--- src/rtl/uart_pkg.sv ---
// Shared types and constants for the UART core.
// Frame: start, 8 data bits LSB-first, even parity, stop.
package uart_pkg;

    localparam int DEFAULT_CLKS_PER_BIT = 20;
    localparam int DATA_BITS = 8;
    localparam int FRAME_BITS = 11;

    typedef enum logic [2:0] {
        RX_IDLE,
        RX_START,
        RX_DATA,
        RX_PARITY,
        RX_STOP,
        RX_WAIT_IDLE
    } rx_state_t;

    typedef enum logic [1:0] {
        TX_IDLE,
        TX_START,
        TX_BITS,
        TX_STOP
    } tx_state_t;

endpackage

--- src/rtl/uart_bit_timer.sv ---
// Bit-period down-counter; tick marks the end of each period.
// start reloads it with a full or half period.
module uart_bit_timer #(
    parameter int CLKS_PER_BIT = 20
) (
    input  logic clk,
    input  logic reset,
    input  logic start,
    input  logic half,
    output logic tick
);

    localparam int W = $clog2(CLKS_PER_BIT + 1);
    localparam logic [W-1:0] FULL = W'(CLKS_PER_BIT - 1);
    localparam logic [W-1:0] HALF = W'(CLKS_PER_BIT / 2 - 1);

    logic [W-1:0] cnt;

    // Count down, auto-reloading a full period after each tick.
    always_ff @(posedge clk or negedge reset) begin
        if (!reset) begin
            cnt <= '0;
        end else if (start) begin
            cnt <= half ? HALF : FULL;
        end else if (cnt == '0) begin
            cnt <= FULL;
        end else begin
            cnt <= cnt - 1'b1;
        end
    end

    assign tick = (cnt == '0) && !start;

endmodule

--- src/rtl/uart_core.sv ---
// Full-duplex UART: 8 data bits, caller/even parity, 1 stop.
// RX and TX run independently, each with its own bit timer.
module uart_core #(
    parameter int CLKS_PER_BIT = uart_pkg::DEFAULT_CLKS_PER_BIT
) (
    input  logic       clk,
    input  logic       reset,
    input  logic       rx_i,
    output logic       tx_o,
    output logic [7:0] rx_data,
    output logic       rx_ready,
    input  logic       rx_reset_ready,
    output logic       rx_error,
    input  logic [8:0] tx_data,
    input  logic       tx_send,
    output logic       tx_busy
);

    import uart_pkg::*;

    logic rx_meta, rx_sync, rx_prev;
    rx_state_t rx_state, rx_state_n;
    logic [7:0] rx_shreg, rx_shreg_n, rx_data_n;
    logic [3:0] rx_cnt, rx_cnt_n;
    logic rx_par, rx_par_n, rx_error_n, rx_ready_n;
    logic rx_tmr_start, rx_tmr_half, rx_tick;

    tx_state_t tx_state, tx_state_n;
    logic [8:0] tx_shreg, tx_shreg_n;
    logic [3:0] tx_cnt, tx_cnt_n;
    logic tx_o_n, tx_busy_n, tx_tmr_start, tx_tick;

    uart_bit_timer #(.CLKS_PER_BIT(CLKS_PER_BIT)) u_rx_timer (
        .clk(clk), .reset(reset), .start(rx_tmr_start),
        .half(rx_tmr_half), .tick(rx_tick)
    );

    uart_bit_timer #(.CLKS_PER_BIT(CLKS_PER_BIT)) u_tx_timer (
        .clk(clk), .reset(reset), .start(tx_tmr_start),
        .half(1'b0), .tick(tx_tick)
    );

    // Two-flop synchroniser plus one delayed copy for edge detection.
    always_ff @(posedge clk or negedge reset) begin
        if (!reset) begin
            {rx_prev, rx_sync, rx_meta} <= 3'b111;
        end else begin
            {rx_prev, rx_sync, rx_meta} <= {rx_sync, rx_meta, rx_i};
        end
    end

    // Receiver next-state and datapath.
    always_comb begin
        rx_state_n   = rx_state;
        rx_shreg_n   = rx_shreg;
        rx_cnt_n     = rx_cnt;
        rx_par_n     = rx_par;
        rx_data_n    = rx_data;
        rx_error_n   = rx_error;
        rx_ready_n   = rx_ready;
        rx_tmr_start = 1'b0;
        rx_tmr_half  = 1'b0;
        if (rx_reset_ready) rx_ready_n = 1'b0;
        unique case (rx_state)
            RX_IDLE: begin
                if (rx_prev && !rx_sync) begin
                    rx_tmr_start = 1'b1;
                    rx_tmr_half  = 1'b1;
                    rx_state_n   = RX_START;
                end
            end
            RX_START: begin
                if (rx_tick) begin
                    rx_cnt_n   = '0;
                    rx_state_n = rx_sync ? RX_IDLE : RX_DATA;
                end
            end
            RX_DATA: begin
                if (rx_tick) begin
                    rx_shreg_n = {rx_sync, rx_shreg[7:1]};
                    rx_cnt_n   = rx_cnt + 1'b1;
                    if (rx_cnt == 4'(DATA_BITS - 1)) rx_state_n = RX_PARITY;
                end
            end
            RX_PARITY: begin
                if (rx_tick) begin
                    rx_par_n   = rx_sync;
                    rx_state_n = RX_STOP;
                end
            end
            RX_STOP: begin
                if (rx_tick) begin
                    if (rx_sync) begin
                        rx_data_n  = rx_shreg;
                        rx_error_n = ^rx_shreg ^ rx_par;
                        rx_ready_n = 1'b1;
                        rx_state_n = RX_IDLE;
                    end else begin
                        rx_state_n = RX_WAIT_IDLE;
                    end
                end
            end
            RX_WAIT_IDLE: begin
                if (rx_sync) rx_state_n = RX_IDLE;
            end
            default: rx_state_n = RX_IDLE;
        endcase
    end

    // Receiver state and output registers.
    always_ff @(posedge clk or negedge reset) begin
        if (!reset) begin
            rx_state <= RX_IDLE;
            rx_shreg <= '0;
            rx_cnt   <= '0;
            rx_par   <= 1'b0;
            rx_data  <= '0;
            rx_error <= 1'b0;
            rx_ready <= 1'b0;
        end else begin
            rx_state <= rx_state_n;
            rx_shreg <= rx_shreg_n;
            rx_cnt   <= rx_cnt_n;
            rx_par   <= rx_par_n;
            rx_data  <= rx_data_n;
            rx_error <= rx_error_n;
            rx_ready <= rx_ready_n;
        end
    end

    // Transmitter next-state; line level derived from the next state.
    always_comb begin
        tx_state_n   = tx_state;
        tx_shreg_n   = tx_shreg;
        tx_cnt_n     = tx_cnt;
        tx_tmr_start = 1'b0;
        unique case (tx_state)
            TX_IDLE: begin
                if (tx_send) begin
                    tx_shreg_n   = tx_data;
                    tx_tmr_start = 1'b1;
                    tx_state_n   = TX_START;
                end
            end
            TX_START: begin
                if (tx_tick) begin
                    tx_cnt_n   = '0;
                    tx_state_n = TX_BITS;
                end
            end
            TX_BITS: begin
                if (tx_tick) begin
                    tx_shreg_n = {1'b0, tx_shreg[8:1]};
                    tx_cnt_n   = tx_cnt + 1'b1;
                    if (tx_cnt == 4'(DATA_BITS)) tx_state_n = TX_STOP;
                end
            end
            TX_STOP: begin
                if (tx_tick) tx_state_n = TX_IDLE;
            end
            default: tx_state_n = TX_IDLE;
        endcase
        tx_busy_n = (tx_state_n != TX_IDLE);
        if (tx_state_n == TX_START) begin
            tx_o_n = 1'b0;
        end else if (tx_state_n == TX_BITS) begin
            tx_o_n = tx_shreg_n[0];
        end else begin
            tx_o_n = 1'b1;
        end
    end

    // Transmitter state and registered line outputs.
    always_ff @(posedge clk or negedge reset) begin
        if (!reset) begin
            tx_state <= TX_IDLE;
            tx_shreg <= '0;
            tx_cnt   <= '0;
            tx_o     <= 1'b1;
            tx_busy  <= 1'b0;
        end else begin
            tx_state <= tx_state_n;
            tx_shreg <= tx_shreg_n;
            tx_cnt   <= tx_cnt_n;
            tx_o     <= tx_o_n;
            tx_busy  <= tx_busy_n;
        end
    end

endmodule

--- config.mk ---
export PLATFORM = sky130hd
export DESIGN_NAME = uart_core
export DESIGN_NICKNAME = d
export VERILOG_FILES = /design/src/rtl/uart_pkg.sv /design/src/rtl/uart_bit_timer.sv /design/src/rtl/uart_core.sv
export SDC_FILE = /design/constraint.sdc
export NUM_CORES = 1
export LEC_CHECK = 0
export CAP_MARGIN = 5
export CORE_UTILIZATION = 35
export CTS_CLUSTER_SIZE = 40
export DETAILED_ROUTE_END_ITERATION = 16
export GPL_ROUTABILITY_DRIVEN = 0
export PLACE_DENSITY = 0.52
export SLEW_MARGIN = 20
export SYNTH_ARGS = -nofsm -noshare
export SYNTH_HDL_FRONTEND = slang
export SYNTH_HIERARCHICAL = 1
export SYNTH_SLANG_ARGS = --single-unit
--- constraint.sdc ---
create_clock -name clk -period 2.7 [get_ports clk]
set_clock_uncertainty 0.15 [all_clocks]
set_input_delay 0.54 -clock clk [delete_from_list [all_inputs] [get_ports clk]]
set_output_delay 0.54 -clock clk [all_outputs]
set_load 0.05 [all_outputs]
# Yosys cells after proc, flatten, opt, wreduce, memory -nomap -nowiden

Index checks and enable logic that the tools add are counted.
W data, S select, Z words.

Bits in registers: 56
Latch bits: 0
Memory bits (writable): 0
Bits in read-only memories: 0
Input bits: 14
Output and inout port bits: 12
Word-level logic and storage cells: 106
Memories kept: 0

Add/sub/neg operators: 4
$mul: 0
Div/mod/pow operators: 0
Order comparisons: 0
Equal/unequal tests: 22
Shift-type cells: 0
Mux-type cells: 39
Bitwise gates (word level): 1
Reduce and logical (&&, ||, !) cells: 22

Operator list:

| kind                  | number |
|---|---|
| $mux W3               | 8 |
| $mux W5               | 4 |
| $ne A2 B2 Y1 const B  | 10 |
| $mux W9               | 2 |
| $pmux W3 S6           | 1 |
| $pmux W9 S2           | 1 |
| $mux W4               | 4 |
| $pmux W4 S2           | 2 |
| $mux W2               | 6 |
| $reduce_and A3 Y1     | 4 |
| $logic_not A5 Y1      | 2 |
| $mux W1               | 10 |
| $sub A5 B1 Y5 const B | 2 |
| $add A4 B1 Y4 const B | 2 |
| $pmux W2 S4           | 1 |
| $reduce_bool A2 Y1    | 4 |
| $reduce_xor A8 Y1     | 1 |
| $reduce_and A7 Y1     | 1 |
| $eq A2 B2 Y1 const B  | 3 |
| $eq A3 B2 Y1 const B  | 2 |
| $eq A3 B3 Y1 const B  | 2 |
| $eq A2 B1 Y1 const B  | 2 |
| $eq A4 B3 Y1 const B  | 1 |
| $eq A4 B4 Y1 const B  | 1 |
| 7 further kinds       | 12 |

# Depth between registers and ports, before layout

Depth in word-level cells: 9
Gate-level depth with buffers: 11
Mapped depth without buffers: 9

# Cells and area by module

The synthesis kept the hierarchy.

Modules (own cells, without submodules):

| module         | times used | cells each | area each (µm²) | seq. area each (µm²) |
|---|---|---|---|---|
| uart_core      | 1          | 198        | 2172.1          | 1156.1 |
| uart_bit_timer | 2          | 25         | 277.8           | 125.1 |

# Least setup slack after synthesis

OpenSTA, ideal clock, no wires.

Path kind: register to register
From: reg u_rx_timer.cnt[0]
To: reg rx_shreg[0]
Library setup time: 0.125 ns
Data arrival time: 1.956 ns
Required time: 2.425 ns
Path slack: 0.470 ns
Stages on the path, launching flop included: 9
Path buffers: 0
Period minus slack after synthesis: 2.230 ns
Cells stage by stage: dfrtp_1 > inv_1 > ha_1 > nor3b_2 > nand2b_1 > nor2_1 > nand2_1 > nor3_4 > mux2_2

Longest elaborated chain between the ends: 3

Ends and longest elaborated chain:

| element                     | RTL line             | source |
|---|---|---|
| start: declaration          | uart_bit_timer.sv:17 | `logic [W-1:0] cnt;` |
| start signal: assignment    | uart_bit_timer.sv:24 | `cnt <= half ? HALF : FULL;` |
| start signal: assignment    | uart_bit_timer.sv:28 | `cnt <= cnt - 1'b1;` |
| $logic_not A5 Y1            | uart_bit_timer.sv:32 | `assign tick = (cnt == '0) && !start;` |
| $logic_and A1 B1 Y1         | uart_bit_timer.sv:32 |  |
| net rx_tick                 | uart_core.sv:26      | `logic rx_tmr_start, rx_tmr_half, rx_tick;` |
| $reduce_and A2 Y1 (no line) | --                   |  |
| end signal: assignment      | uart_core.sv:122     | `rx_shreg <= rx_shreg_n;` |
| end: declaration            | uart_core.sv:23      | `logic [7:0] rx_shreg, rx_shreg_n, rx_data_n;` |

The timed path passes the listed nets, and every way through them passes these cells.
A chain may end at the register's enable or synchronous reset.

# Final worst setup path

From: reg u_rx_timer.cnt[0]
To: reg rx_data[2]

Longest elaborated chain between the ends: 3

Ends and longest elaborated chain:

| element                     | RTL line             | source |
|---|---|---|
| $logic_not A5 Y1            | uart_bit_timer.sv:32 |  |
| $logic_and A1 B1 Y1         | uart_bit_timer.sv:32 |  |
| net rx_tick                 | uart_core.sv:26      |  |
| $reduce_and A3 Y1 (no line) | --                   |  |
| end signal: assignment      | uart_core.sv:125     | `rx_data <= rx_data_n;` |
| end: declaration            | uart_core.sv:10      | `output logic [7:0] rx_data,` |

The timed path passes the listed nets, and every way through them passes these cells.

==> impl_summary.log <==
INFO  metric final_report_setup_violation_count = 0
INFO  metric timing.final.crit_share = 89.04%
INFO  metric synth_edf_count = 0
INFO  metric cellPowerDensity = 822.5 nW/µm²
INFO  metric portBuffers = 25
INFO  metric routed_wire_length_per_instance = 12.29 µm
INFO  metric share_of_cells_above_drive_strength_1 = 15.77%
INFO  metric cell_at_the_slowest_stage_of_the_critical_path = sky130_fd_sc_hd__mux2_4
INFO  metric reg2reg_setup_slack = 0.30 ns
INFO  metric ctsHoldBuffers = 0
INFO  metric multi_input_area = 1215 µm²
INFO  metric clockRootBuffer = sky130_fd_sc_hd__clkbuf_8
INFO  metric average_vias_per_placed_instance = 4.831
INFO  metric numCtsBuffers = 5
INFO  metric synthArstFlopShare = 100.0%
INFO  metric grt_pass1_vias = around 1.8k
INFO  metric route.final.wire_length = between 4000 and 5000 µm
INFO  metric core_area = between 7000 and 8000 µm²
INFO  metric pin_count_of_the_biggest_net_entering_global_routing = 57
INFO  metric diodes = 0
INFO  metric final.fill_count = 705
INFO  metric grt_overflow_total = 0
INFO  metric crit_arrival = between 2 and 2.5 ns
INFO  metric min_path_type = in2async
INFO  metric maxCapViolations = 0
INFO  metric seq_area = 1406 µm²
INFO  metric dr_total_vias = 1826
INFO  metric std_cell_rows = 31
INFO  metric die_w = 90.28 µm
INFO  metric crit_path_max_incr_delay = between 0.4 and 0.5 ns
INFO  metric htreeDepth = 2
INFO  metric synth_warnings = 6
INFO  metric cts_sinks = 56
INFO  metric yosysSeqAreaShare = between 50% and 60%
INFO  metric post_cts_resize_count = 0
INFO  metric total_leakage_power = 1.457 nW
INFO  metric grt_use_total = between 10 and 15%
INFO  metric critPathCaptureType = flop
INFO  metric r2r_cells = 8
INFO  metric finalNetCount = a little under 300
INFO  metric most_common_library_cell_in_the_layout_ignoring_fill_and_taps = sky130_fd_sc_hd__dfrtp_1
INFO  metric setup.worst_path.start_class = flop
INFO  metric layout_common_cells = sky130_fd_sc_hd__dfrtp_1 (52), sky130_fd_sc_hd__nand2_1 (33), sky130_fd_sc_hd__clkdlybuf4s50_1 (24)
INFO  metric worst-endpoint-required = roughly 2.8 ns
INFO  metric crit_buf_inv = 2
INFO  metric detailed_placement_hpwl = 3080 µm
INFO  metric cp-endpoint = rx_data[2]
INFO  metric first_pass_iters = 4
INFO  metric syn-mean-instance-area = 11.00 µm²
INFO  metric drt_drc_violations_left = 0
INFO  metric fin_setup_tns = 0 ns
INFO  metric period_needed = 2.404 ns
INFO  metric finalMaxSlewViolations = 0
INFO  metric outcome = finished clean
INFO  metric antenna_found_initial = 0
INFO  metric timing.setup.critical_path_class = reg2reg
INFO  metric global_route_wire_length_before_repair = 8383 µm
INFO  metric vdd_ir_drop_max = around 0.36 mV
INFO  metric critical_path.startpoint = u_rx_timer/cnt[0]
INFO  metric crit_chain = inv_1, ha_1, nor3b_2, nand2b_1, nor2_1, buf_4, nand4b_2, mux2_4
INFO  metric rsz0062_at_grt = no
INFO  metric dominantRegCellSynth = sky130_fd_sc_hd__dfrtp_1
INFO  metric initial_utilization = 36.82%
INFO  metric cell_count_along_the_critical_path = 8
INFO  metric boundaryPins = 26
INFO  metric worstMarginPinSlew = ~0.5 ns
INFO  metric clk_pin_slew = 0.12 ns
INFO  metric ffs_latches_synth = 56
INFO  metric cts_tree = done
INFO  metric fp.dieArea = 8150 µm²
INFO  metric post-route-util = 43.02%
INFO  metric initialDrtViolationCount = 41
INFO  metric buffers_from_clock_root_to_sink_at_most = 2
INFO  metric post_synthesis_instance_area = about 2700 µm²
INFO  metric cpLargestDelayFamily = simple AND/OR/NAND/NOR gates
INFO  metric post-cts-setup-buffer-count = 0
INFO  metric clkLatencyLatePin = around 0.31 ns
INFO  metric syn_inst = 248
INFO  metric regToRegEndpoint = rx_data[2]
INFO  metric rr_startpoint = u_rx_timer/cnt[0]
INFO  metric maxClockFrequency = 416.0 MHz
INFO  metric report.final.hold_viol_count = 0
INFO  metric worst-path-max-fanout = 11
INFO  metric die_height = approximately 90 µm
INFO  metric slew-limit-headroom = 65.60%
INFO  metric area_growth_synth_to_finish = 16.83%
INFO  metric antenna_left = 0
INFO  metric yosys.cell_types.count = 51
[layer usage]
layer	wire length [µm]	vias up	share of wire [%]	global-route usage [%]
met5	0	-	0	0
met4	38	0	0.82	4.032
met3	141	2	3.0	2.525
met2	2115	25	46	19.85
met1	2350	878	51	17.57
li1	-	921	-	-
[worst min-delay path by stage]
stage,end,from,depth (start not counted)
2_1_floorplan,rx_cnt[0],reset,0
3_3_place_gp,rx_sync,rx_meta,0
3_5_place_dp,rx_sync,rx_meta,0
4_1_cts,rx_cnt[1],reset,2
5_1_grt,rx_data[1],reset,2
6_report,rx_cnt[1],reset,2
[synth_stat cells (3+ instances only)]
| cell type | number | area, µm² |
|---|---|---|
| sky130_fd_sc_hd__buf_2 | 4 | 20.02 |
| sky130_fd_sc_hd__nor2_1 | 8 | 30.03 |
| sky130_fd_sc_hd__buf_6 | 3 | 33.78 |
| sky130_fd_sc_hd__ha_1 | 5 | 62.56 |
| sky130_fd_sc_hd__xnor2_1 | 7 | 61.31 |
| sky130_fd_sc_hd__a22oi_1 | 7 | 52.55 |
| sky130_fd_sc_hd__mux2_2 | 10 | 112.6 |
| sky130_fd_sc_hd__a21oi_1 | 12 | 60.06 |
| sky130_fd_sc_hd__nor2b_1 | 4 | 25.02 |
| sky130_fd_sc_hd__mux2_4 | 7 | 105.1 |
| sky130_fd_sc_hd__nor3_1 | 8 | 40.04 |
| sky130_fd_sc_hd__o21ai_0 | 19 | 95.09 |
| sky130_fd_sc_hd__dfrtp_1 | 52 | 1301 |
| sky130_fd_sc_hd__nand2b_1 | 4 | 25.02 |
| sky130_fd_sc_hd__dfstp_2 | 4 | 105.1 |
| sky130_fd_sc_hd__nand2_1 | 33 | 123.9 |
| sky130_fd_sc_hd__mux2i_1 | 4 | 40.04 |
| sky130_fd_sc_hd__inv_1 | 12 | 45.04 |
[final cells by class]
class	count	area share, %
clock inverter	3	0.7852
sequential	56	44.13
multi-input combinational	172	38.12
timing repair buffer	31	9.501
clock buffer	5	2.159
inverter	12	1.413
tap	99	3.887
[stage by stage]
| stage | setup WS [ns] | hold slack [ns] | std cells | instance area, µm² | total power [mW] |
|---|---|---|---|---|---|
| after floorplan | 0.4696 | 0.09441 | 250 | 2735 | 1.951 |
| after global placement | 0.2889 | 0.1971 | 370 | 3093 | 2.150 |
| after detailed placement | 0.2962 | 0.1968 | 370 | 3093 | 2.160 |
| after CTS | 0.2752 | 0.06727 | 378 | 3187 | 2.663 |
| after global routing | 0.09830 | 0.07478 | 378 | 3187 | 2.839 |
| final | 0.2959 | 0.05947 | 378 | 3187 | 2.621 |
[worst reg2reg max path: cells and delay by family, from the launching register on]
family,cells,cell delay [ns]
mux,1,0.44
fa+ha+maj,1,0.18
simple gates,4,0.90
flops,1,0.42
buf+inv,2,0.24
[where the power goes]
group,switching [mW],total (mW),leakage [nW],internal [mW]
sequential,0.247,1.31,0.702,1.07
combinational,0.415,0.813,0.710,0.398
clock,0.303,0.493,0.0452,0.190
[state kept, by name (all words and copies together) (netlist names), 2 cells and up]
name / count
tx_shreg: 9
rx_data: 8
rx_shreg: 8
u_rx_timer/cnt: 5
u_tx_timer/cnt: 5
rx_cnt: 4
tx_cnt: 4
rx_state: 3
tx_state: 2
[kinds of logic (layout without fill, tap and decap cells)]
kind of cell	after synthesis	count (layout)	share of synthesized area, %
AOI/OAI and AO/OA	53	53	12.16
and+or+nand+nor	80	80	16.51
xor gates and xnor gates	10	10	3.716
adders and majority gates	5	5	2.294
buffers and inverters	22	51	4.174
other	1	3	0.1375
DFF	56	56	51.56
muxes	21	21	9.450
(Power assumes the default switching activity.)
